File: config.mk
export PLATFORM = sky130hd
export DESIGN_NAME = fetch
export DESIGN_NICKNAME = d
export VERILOG_FILES = /design/src/rtl/core_pkg.sv /design/src/rtl/fetch_stats.sv /design/src/rtl/fetch.sv
export SDC_FILE = /design/constraint.sdc
export NUM_CORES = 1
export LEC_CHECK = 0
export BUFFER_PORTS_ARGS = -buffer_cell sky130_fd_sc_hd__buf_2
export CAP_MARGIN = 20
export CORE_MARGIN = 8
export CORE_UTILIZATION = 30
export CTS_BUF_LIST = sky130_fd_sc_hd__clkbuf_8
export DETAILED_ROUTE_END_ITERATION = 12
export PLACE_DENSITY = 0.48
export SYNTH_ARGS = -nofsm -noshare
export SYNTH_HDL_FRONTEND = slang
export SYNTH_SLANG_ARGS = --single-unit
File: constraint.sdc
create_clock -name clk -period 6.3 [get_ports clk]
set_input_delay 0.315 -clock clk [delete_from_list [all_inputs] [get_ports clk]]
set_output_delay 0.315 -clock clk [all_outputs]
set_load 0.01 [all_outputs]
File: src/rtl/core_pkg.sv
// Shared core definitions: fetch FSM encoding, instruction width, nop word.
// Imported by the fetch stage and its optional statistics block.
package core_pkg;

  localparam int INSTR_W = 32;

  localparam logic [INSTR_W-1:0] NOP_WORD = 32'h0000_0000;

  typedef logic [1:0] fetch_state_t;

  localparam fetch_state_t S_IDLE = 2'd0;
  localparam fetch_state_t S_REQ  = 2'd1;
  localparam fetch_state_t S_WAIT = 2'd2;
  localparam fetch_state_t S_RESP = 2'd3;

endpackage

File: src/rtl/fetch_stats.sv
// Fetch statistics: counts good done pulses and busy cycles (wrap at 2^32).
// In: clk, rstn, done, fault, busy. Out: stat_fetches, stat_stall_cycles.
module fetch_stats (
  input  logic        clk,
  input  logic        rstn,
  input  logic        done,
  input  logic        fault,
  input  logic        busy,
  output logic [31:0] stat_fetches,
  output logic [31:0] stat_stall_cycles
);

  logic [31:0] fetches_q, fetches_d;
  logic [31:0] stalls_q, stalls_d;

  always_comb begin
    fetches_d = fetches_q;
    stalls_d  = stalls_q;
    if (done && !fault) fetches_d = fetches_q + 32'd1;
    if (busy)           stalls_d  = stalls_q + 32'd1;
  end

  always_ff @(posedge clk or negedge rstn) begin
    if (!rstn) begin
      fetches_q <= 32'd0;
      stalls_q  <= 32'd0;
    end else begin
      fetches_q <= fetches_d;
      stalls_q  <= stalls_d;
    end
  end

  assign stat_fetches      = fetches_q;
  assign stat_stall_cycles = stalls_q;

endmodule

File: src/rtl/fetch.sv
// Instruction-fetch stage: one BRAM read per start pulse, done pulse to decode.
// In: clk, rstn, enable, pc_in, flush, imem_rdata. Out: done, pc_out, command,
// fault, busy, imem_en, imem_addr; stat_* when FETCH_STATS_EN is defined.
module fetch
  import core_pkg::*;
#(
  parameter int          ADDR_W      = 15,
  parameter int          MEM_LATENCY = 1,
  parameter logic [31:0] RESET_PC    = 32'h0000_0000
) (
  input  logic              clk,
  input  logic              rstn,
  input  logic              enable,
  input  logic [31:0]       pc_in,
  input  logic              flush,
  output logic              done,
  output logic [31:0]       pc_out,
  output logic [31:0]       command,
  output logic              fault,
  output logic              busy,
  output logic              imem_en,
  output logic [ADDR_W-1:0] imem_addr,
  input  logic [31:0]       imem_rdata
`ifdef FETCH_STATS_EN
  ,
  output logic [31:0]       stat_fetches,
  output logic [31:0]       stat_stall_cycles
`endif
);

  localparam int CNT_W = 3;

  fetch_state_t      state_q, state_d;
  logic [31:0]       pc_q, pc_d;
  logic              bad_q, bad_d;
  logic [CNT_W-1:0]  cnt_q, cnt_d;
  logic              done_q, done_d;
  logic              fault_q, fault_d;
  logic              busy_q, busy_d;
  logic              en_q, en_d;
  logic [ADDR_W-1:0] addr_q, addr_d;
  logic [31:0]       cmd_q, cmd_d;
  logic [31:0]       pco_q, pco_d;
  logic              pc_bad;

  assign pc_bad = (pc_in[1:0] != 2'b00) ||
                  ((pc_in >> (ADDR_W + 2)) != 32'd0);

  always_comb begin
    state_d = state_q;
    pc_d    = pc_q;
    bad_d   = bad_q;
    cnt_d   = cnt_q;
    en_d    = 1'b0;
    addr_d  = addr_q;
    cmd_d   = cmd_q;
    pco_d   = pco_q;
    unique case (state_q)
      S_IDLE: begin
        if (enable && !flush) begin
          pc_d = pc_in;
          if (pc_bad) begin
            bad_d   = 1'b1;
            cmd_d   = NOP_WORD;
            state_d = S_RESP;
          end else begin
            en_d    = 1'b1;
            addr_d  = pc_in[ADDR_W+1:2];
            cnt_d   = CNT_W'(MEM_LATENCY);
            state_d = S_REQ;
          end
        end
      end
      S_REQ: begin
        if (flush) begin
          state_d = S_IDLE;
        end else begin
          cnt_d   = cnt_q - 1'b1;
          state_d = S_WAIT;
        end
      end
      S_WAIT: begin
        if (flush) begin
          state_d = S_IDLE;
        end else if (cnt_q == '0) begin
          cmd_d   = imem_rdata;
          state_d = S_RESP;
        end else begin
          cnt_d = cnt_q - 1'b1;
        end
      end
      S_RESP: begin
        bad_d   = 1'b0;
        state_d = S_IDLE;
      end
      default: state_d = S_IDLE;
    endcase
    // Outputs are set on the edge entering RESP so done lines up with data.
    done_d  = (state_d == S_RESP);
    fault_d = done_d && bad_d;
    if (done_d) pco_d = pc_d;
    busy_d  = (state_d != S_IDLE);
  end

  always_ff @(posedge clk or negedge rstn) begin
    if (!rstn) begin
      state_q <= S_IDLE;
      pc_q    <= RESET_PC;
      bad_q   <= 1'b0;
      cnt_q   <= '0;
      done_q  <= 1'b0;
      fault_q <= 1'b0;
      busy_q  <= 1'b0;
      en_q    <= 1'b0;
      addr_q  <= '0;
      cmd_q   <= NOP_WORD;
      pco_q   <= RESET_PC;
    end else begin
      state_q <= state_d;
      pc_q    <= pc_d;
      bad_q   <= bad_d;
      cnt_q   <= cnt_d;
      done_q  <= done_d;
      fault_q <= fault_d;
      busy_q  <= busy_d;
      en_q    <= en_d;
      addr_q  <= addr_d;
      cmd_q   <= cmd_d;
      pco_q   <= pco_d;
    end
  end

  assign done      = done_q;
  assign fault     = fault_q;
  assign busy      = busy_q;
  assign imem_en   = en_q;
  assign imem_addr = addr_q;
  assign command   = cmd_q;
  assign pc_out    = pco_q;

`ifdef FETCH_STATS_EN
  fetch_stats u_stats (
    .clk               (clk),
    .rstn              (rstn),
    .done              (done_q),
    .fault             (fault_q),
    .busy              (busy_q),
    .stat_fetches      (stat_fetches),
    .stat_stall_cycles (stat_stall_cycles)
  );
`endif

endmodule

# [Yosys cells after proc, flatten, opt, wreduce, memory -nomap -nowiden]
# Index checks and enable logic that the tools add are counted.
[classes] add_sub_neg=1 eq_ne=11 n_mux=25 bitwise=1 reduce_logical=14
[op_table] operator="2-to-1 mux 32 bit" count=6
[op_table] operator="case mux 32 bit (2 select lines)" count=1
[op_table] operator="nonzero test 32 bit" count=1
[op_table] operator="2-to-1 mux 3 bit" count=5
[op_table] operator="!= test 2 bit, second input constant" count=7
[op_table] operator="2-to-1 mux 2 bit" count=5
[op_table] operator="case mux 3 bit (3 select lines)" count=1
[op_table] operator="case mux 2 bit (4 select lines)" count=1
[op_table] operator="equality test 2 bit, second input constant" count=3
[op_table] operator="AND reduction 6 bit" count=1
[op_table] operator="nonzero test 2 bit" count=3
[op_table] operator="2-to-1 mux 1 bit" count=5
[op_table] operator="AND reduction 5 bit" count=1
[op_table] operator="zero test 3 bit" count=1
[op_table] operator="AND reduction 3 bit" count=1
[op_table] operator="nonzero test 3 bit" count=1
[op_table] operator="subtractor 3 x 1 -> 3 bit, second input constant" count=1
[op_table] operator="equality test 2 x 1 -> 1 bit, second input constant" count=1
[op_table] operator="logical AND 1 bit" count=2
[op_table] operator="zero test 2 bit" count=1
[op_table] operator="case mux 1 bit (2 select lines)" count=1
[op_table] operator="zero test 1 bit" count=1
[op_table] operator="logical OR 1 bit" count=1
[op_table] operator="NOT 1 bit" count=1
[word_totals] regBits=121 inputBits=68 elab_cells=63

# [Depth between registers and ports, before layout]
[logic_depth] depth_word=7 ltp_mapped=9 mapped_depth_nobuf=7

# [Worst setup path before layout]
# OpenSTA, ideal clock, no wires.
[synth_path] path_kind="register to register" start="reg state_q[0]" end="reg pco_q[10], in the netlist pc_out[10]" setup_ns=0.125 t_arrival_ns=1.950 required_time_ns=6.175 slack_ns=4.224 stages_incl_launch_ff=9 path_buffers=1 path_cell_list="dfrtp_1 -> inv_1 -> ha_1 -> nor2_1 -> a22oi_1 -> o22ai_1 -> nor3b_4 -> buf_6 -> mux2_4"
[synth_via] elab_chain_len=4 elab_cells_between_ends=10 classes_between="4 x eq/ne; 5 x mux; 1 x reduce/logical"
[synth_lines] item="start: declaration" line_no="fetch.sv:33" text="fetch_state_t state_q, state_d;"
[synth_lines] item="start signal: assignment" line_no="fetch.sv:119" text="state_q <= state_d;"
[synth_lines] item="2-to-1 mux 2 bit" line_no="fetch.sv:85" text="end else if (cnt_q == '0) begin"
[synth_lines] item="2-to-1 mux 2 bit" line_no="fetch.sv:83" text="if (flush) begin"
[synth_lines] item="case mux 2 bit (4 select lines)" line_no="fetch.sv:58" text="unique case (state_q)"
[synth_lines] item="equality test 2 bit" line_no="fetch.sv:99" text="done_d = (state_d == S_RESP);"
[synth_lines] item="end signal: assignment" line_no="fetch.sv:129" text="pco_q <= pco_d;"
[synth_lines] item="end: declaration" line_no="fetch.sv:43" text="logic [31:0] pco_q, pco_d;"
# Parallel ways exist; a longest one is shown, timed or not.
# A chain may end at the register's enable or synchronous reset.

# [Worst setup path after layout]
[layout_path] start="reg state_q[0]" end="reg pco_q[2], in the netlist pc_out[2]"
# The elaborated chain is that of the path after synthesis.

==> metrics.md <==
| Metric | Value |
|---|---|
| Outcome | finished clean |
| Pins Over Slew Limit | 0 |
| Synthesized cell area | 4984 µm² |
| Reg2Reg Setup Slack | 3130 ps |
| Int Pwr | 1.920 mW |
| Design area | 6386 µm² |
| Min Tclk post-route | 3171 ps |
| Total wire length | 11990 µm |
| Area Overhead vs Synth | 28.14% |
| Max Fclk | 315.3 MHz |
| Cells along the critical path | inv_1 -> ha_1 -> o21ba_2 -> o311a_1 -> nor4_4 -> nor3b_4 -> buf_16 -> buf_4 -> mux2_2 |
| Buffers on Ports | 150 |
| Area of the multi-input gates | 1841 µm² |
| Mapped Cells | 374 |
| Max Fanout on Critical Path | 18 |
| Final setup vio count | 0 |
| Chip Width | 144.9 µm |
| Final HPWL DP | 8567 µm |
| Clock network power share | 22.4% |
| Post-CTS Setup Bufs | 0 |
| First-pass GRT wire length | 18990 µm |
| Crit Path Class | reg -> reg |
| Avg Cell Area, Syn | 13.32 µm² |
| Register area share after synthesis | 60.76% |
| Crit path DAT | 3490 ps |
| DRT iter0 DRCs | 153 |
| TritonCTS clock tree | yes |
| Global route overflow | 0 |
| Setup TNS | 0 ps |
| Root Driver | clkbuf_8 |
| Measured slew at the worst slew-check pin | 928.4 ps |
| Core Rows | 47 |
| Switch Pwr | 0.9790 mW |
| Leak pwr | 3.184 nW |
| CTS resizes | 0 |
| Hold_buf cts | 1 |
| Worst slack at placement | 2722 ps |
| Min-Delay Path Class | in -> reg |
| Peak VDD IR | 0.0001650 V |
| CTS Buffer Depth | 2 |
| Antenna violations before repair | 0 |
| Post-DP Area | 5949 µm² |
| Fin Clk Skew | 9.681 ps |
| Drt first pass iters | 5 |
| Total global-route track usage | 11.82% |
| Req. time, crit path | 6610 ps |
| Max H-tree Level | 4 |
| Clk slew on worst S/H paths | 80 ps |
| Number of synthesis warnings | 0 |
| Max Cap Viol | 0 |
| Vias post-DR | 3362 |
| Hold Slack | 118.0 ps |
| N_diodes | 0 |
| Crit start category | register |
| Placed cell count | 731 |
| Core Util, Final | 38.92% |
| Critical Path End Type | register |
| # IOs | 151 |
| Nets | 608 |
| Die height | 144.9 µm |
| Worst path slowest cell | ha_1 |
| Synth async-reset ratio | 100.0% |
| Drt drc | 0 |
| Latest clock arrival within the worst-skew pair | 430 ps |
| Reg power frac | 40.6% |
| DRT antenna net count | 0 |
| Placer's final routability congestion estimate | 0.8170 |
| Slew margin rel. | 37.89% |
| Slowest stage delay, CP | 530 ps |
| Synthesis-stage register bit count | 121 |
| Share of layout cells above drive strength 1 | 50.55% |
| Switching portion of total power | 33.77% |
| Num CTS Buffers | 17 |
| Ys flop type | dfrtp_1 |
| Vias in the first global route | 3574 |
| Core ar. | 16410 µm² |
| Synthesized Nets | 449 |
| Area of the die | 20990 µm² |
| Sink Count | 121 |
| Critical path's top delay family | buffers and inverters |
| WL per Instance | 15.66 µm |
| Sequential Area | 3028 µm² |
| Fillers | 1600 |
| RSZ-0062 raised after global routing | no |
| Power, Total | 2.899 mW |
| Non-Filler Instances | 766 |
| Share of power burned in combinational logic | 37.0% |
| Hold Violations, Final | 0 |
| Period utilization | 50.34% |
| Vias/cell | 4.389 |
| Pwr dens | 454.0 nW/µm² |
| Largest net degree at the start of global routing | 87 |
| Unique cell type count in the Yosys netlist | 39 |
| Buffers & Inverters on Critical Path | 3 |
| Final WS setup | 3129 ps |
| Initial Util | 30.37% |
| Post-synth EDFFs | 0 |
[cell usage in the layout, fill, tap and decap left out, types with 3 or more instances in the layout]
| cell type | count |
|---|---|
| mux2_2 | 51 |
| clkbuf_8 | 18 |
| o21ai_0 | 35 |
| ha_1 | 7 |
| a21oi_1 | 3 |
| inv_6 | 4 |
| mux2_4 | 28 |
| nor2b_1 | 3 |
| clkinvlp_4 | 3 |
| nand2b_1 | 4 |
| dfrtp_1 | 121 |
| nand2_1 | 66 |
| buf_4 | 5 |
| buf_2 | 149 |
| clkinv_2 | 3 |
| inv_1 | 7 |
| nor2_1 | 5 |
[flip-flops by register name, summed over array words and instances (netlist names)]
signal / cells
imem_en: 1
bad_q: 1
pc_out: 32
cnt_q: 3
done: 1
imem_addr: 15
fault: 1
state_q: 2
busy: 1
pc_q: 32
command: 32
[per-layer routing]
layer / global-route usage (%) / wire [µm]
met5: 0 / 0
met4: 4.819 / 181
met3: 4.790 / 1187
met2: 17.28 / 5145
met1: 15.20 / 5478
[power by group through the flow]
stage                     registers (mW)  logic [mW]  clock network [mW]
after floorplan                     1.24       0.664                   0
after global placement              1.19        1.05                   0
after detailed placement            1.19        1.08                   0
after CTS                           1.18        1.08               0.681
after global routing                1.21        1.18               0.717
final                               1.18        1.07               0.649
[cells in the mapped netlist, types with 2 or more instances]
library cell  count  area, µm²
o21ai_0          35      175.2
o31ai_1           2      15.01
a21oi_1           3      15.01
mux2_2           51      574.3
nor2b_1           3      18.77
mux2_4           28      420.4
nand2_1          67      251.5
nand2b_1          4      25.02
dfrtp_1         121       3028
nor2_1            5      18.77
inv_1             6      22.52
clkbuf_1          9      33.78
nor4_1            2      12.51
buf_2             4      20.02
ha_1              7      87.58
nor3_1            2      10.01
buf_6             3      33.78
[final timing paths]
kind | start | end | cells after the start
worst max register to register | state_q[0]$_DFF_PN0_ | pc_out[2]$_DFFE_PN0N_ | 9
worst min-delay path | imem_rdata[7] | command[7]$_DFFE_PN0P_ | 3
worst max-delay path | state_q[0]$_DFF_PN0_ | pc_out[2]$_DFFE_PN0N_ | 9
worst min register to register | command[13]$_DFFE_PN0P_ | command[13]$_DFFE_PN0P_ | 2
max in group asynchronous | rstn | bad_q$_DFF_PN0_ | 4
min in group asynchronous | rstn | command[7]$_DFFE_PN0P_ | 2
[area by class of cell]
cell class	count	area share [%]
Timing Repair Buffer	157	13.28
Clock inverter	14	1.940
Tap cell	220	4.310
Sequential cell	121	47.41
Clock buffer	18	3.879
Inverter	6	0.3527
Multi-Input combinational cell	230	28.82
[logic make-up (layout without fill, tap and decap cells)]
| group | after synthesis | after routing | synth area share, % |
|---|---|---|---|
| multiplexers | 80 | 80 | 20.16 |
| buffers and inverters | 23 | 195 | 2.360 |
| AO/OA/AOI/OAI | 51 | 51 | 6.126 |
| flip-flops | 121 | 121 | 60.76 |
| AND/OR/NAND/NOR | 92 | 92 | 8.838 |
| adder cells (fa/ha/maj) | 7 | 7 | 1.757 |
[worst min-delay path, cell delays in order]
cell	delay [ps]
buf_2	100
nand2_1	40
o21ai_0	60
Power figures use the tool's default switching activity.
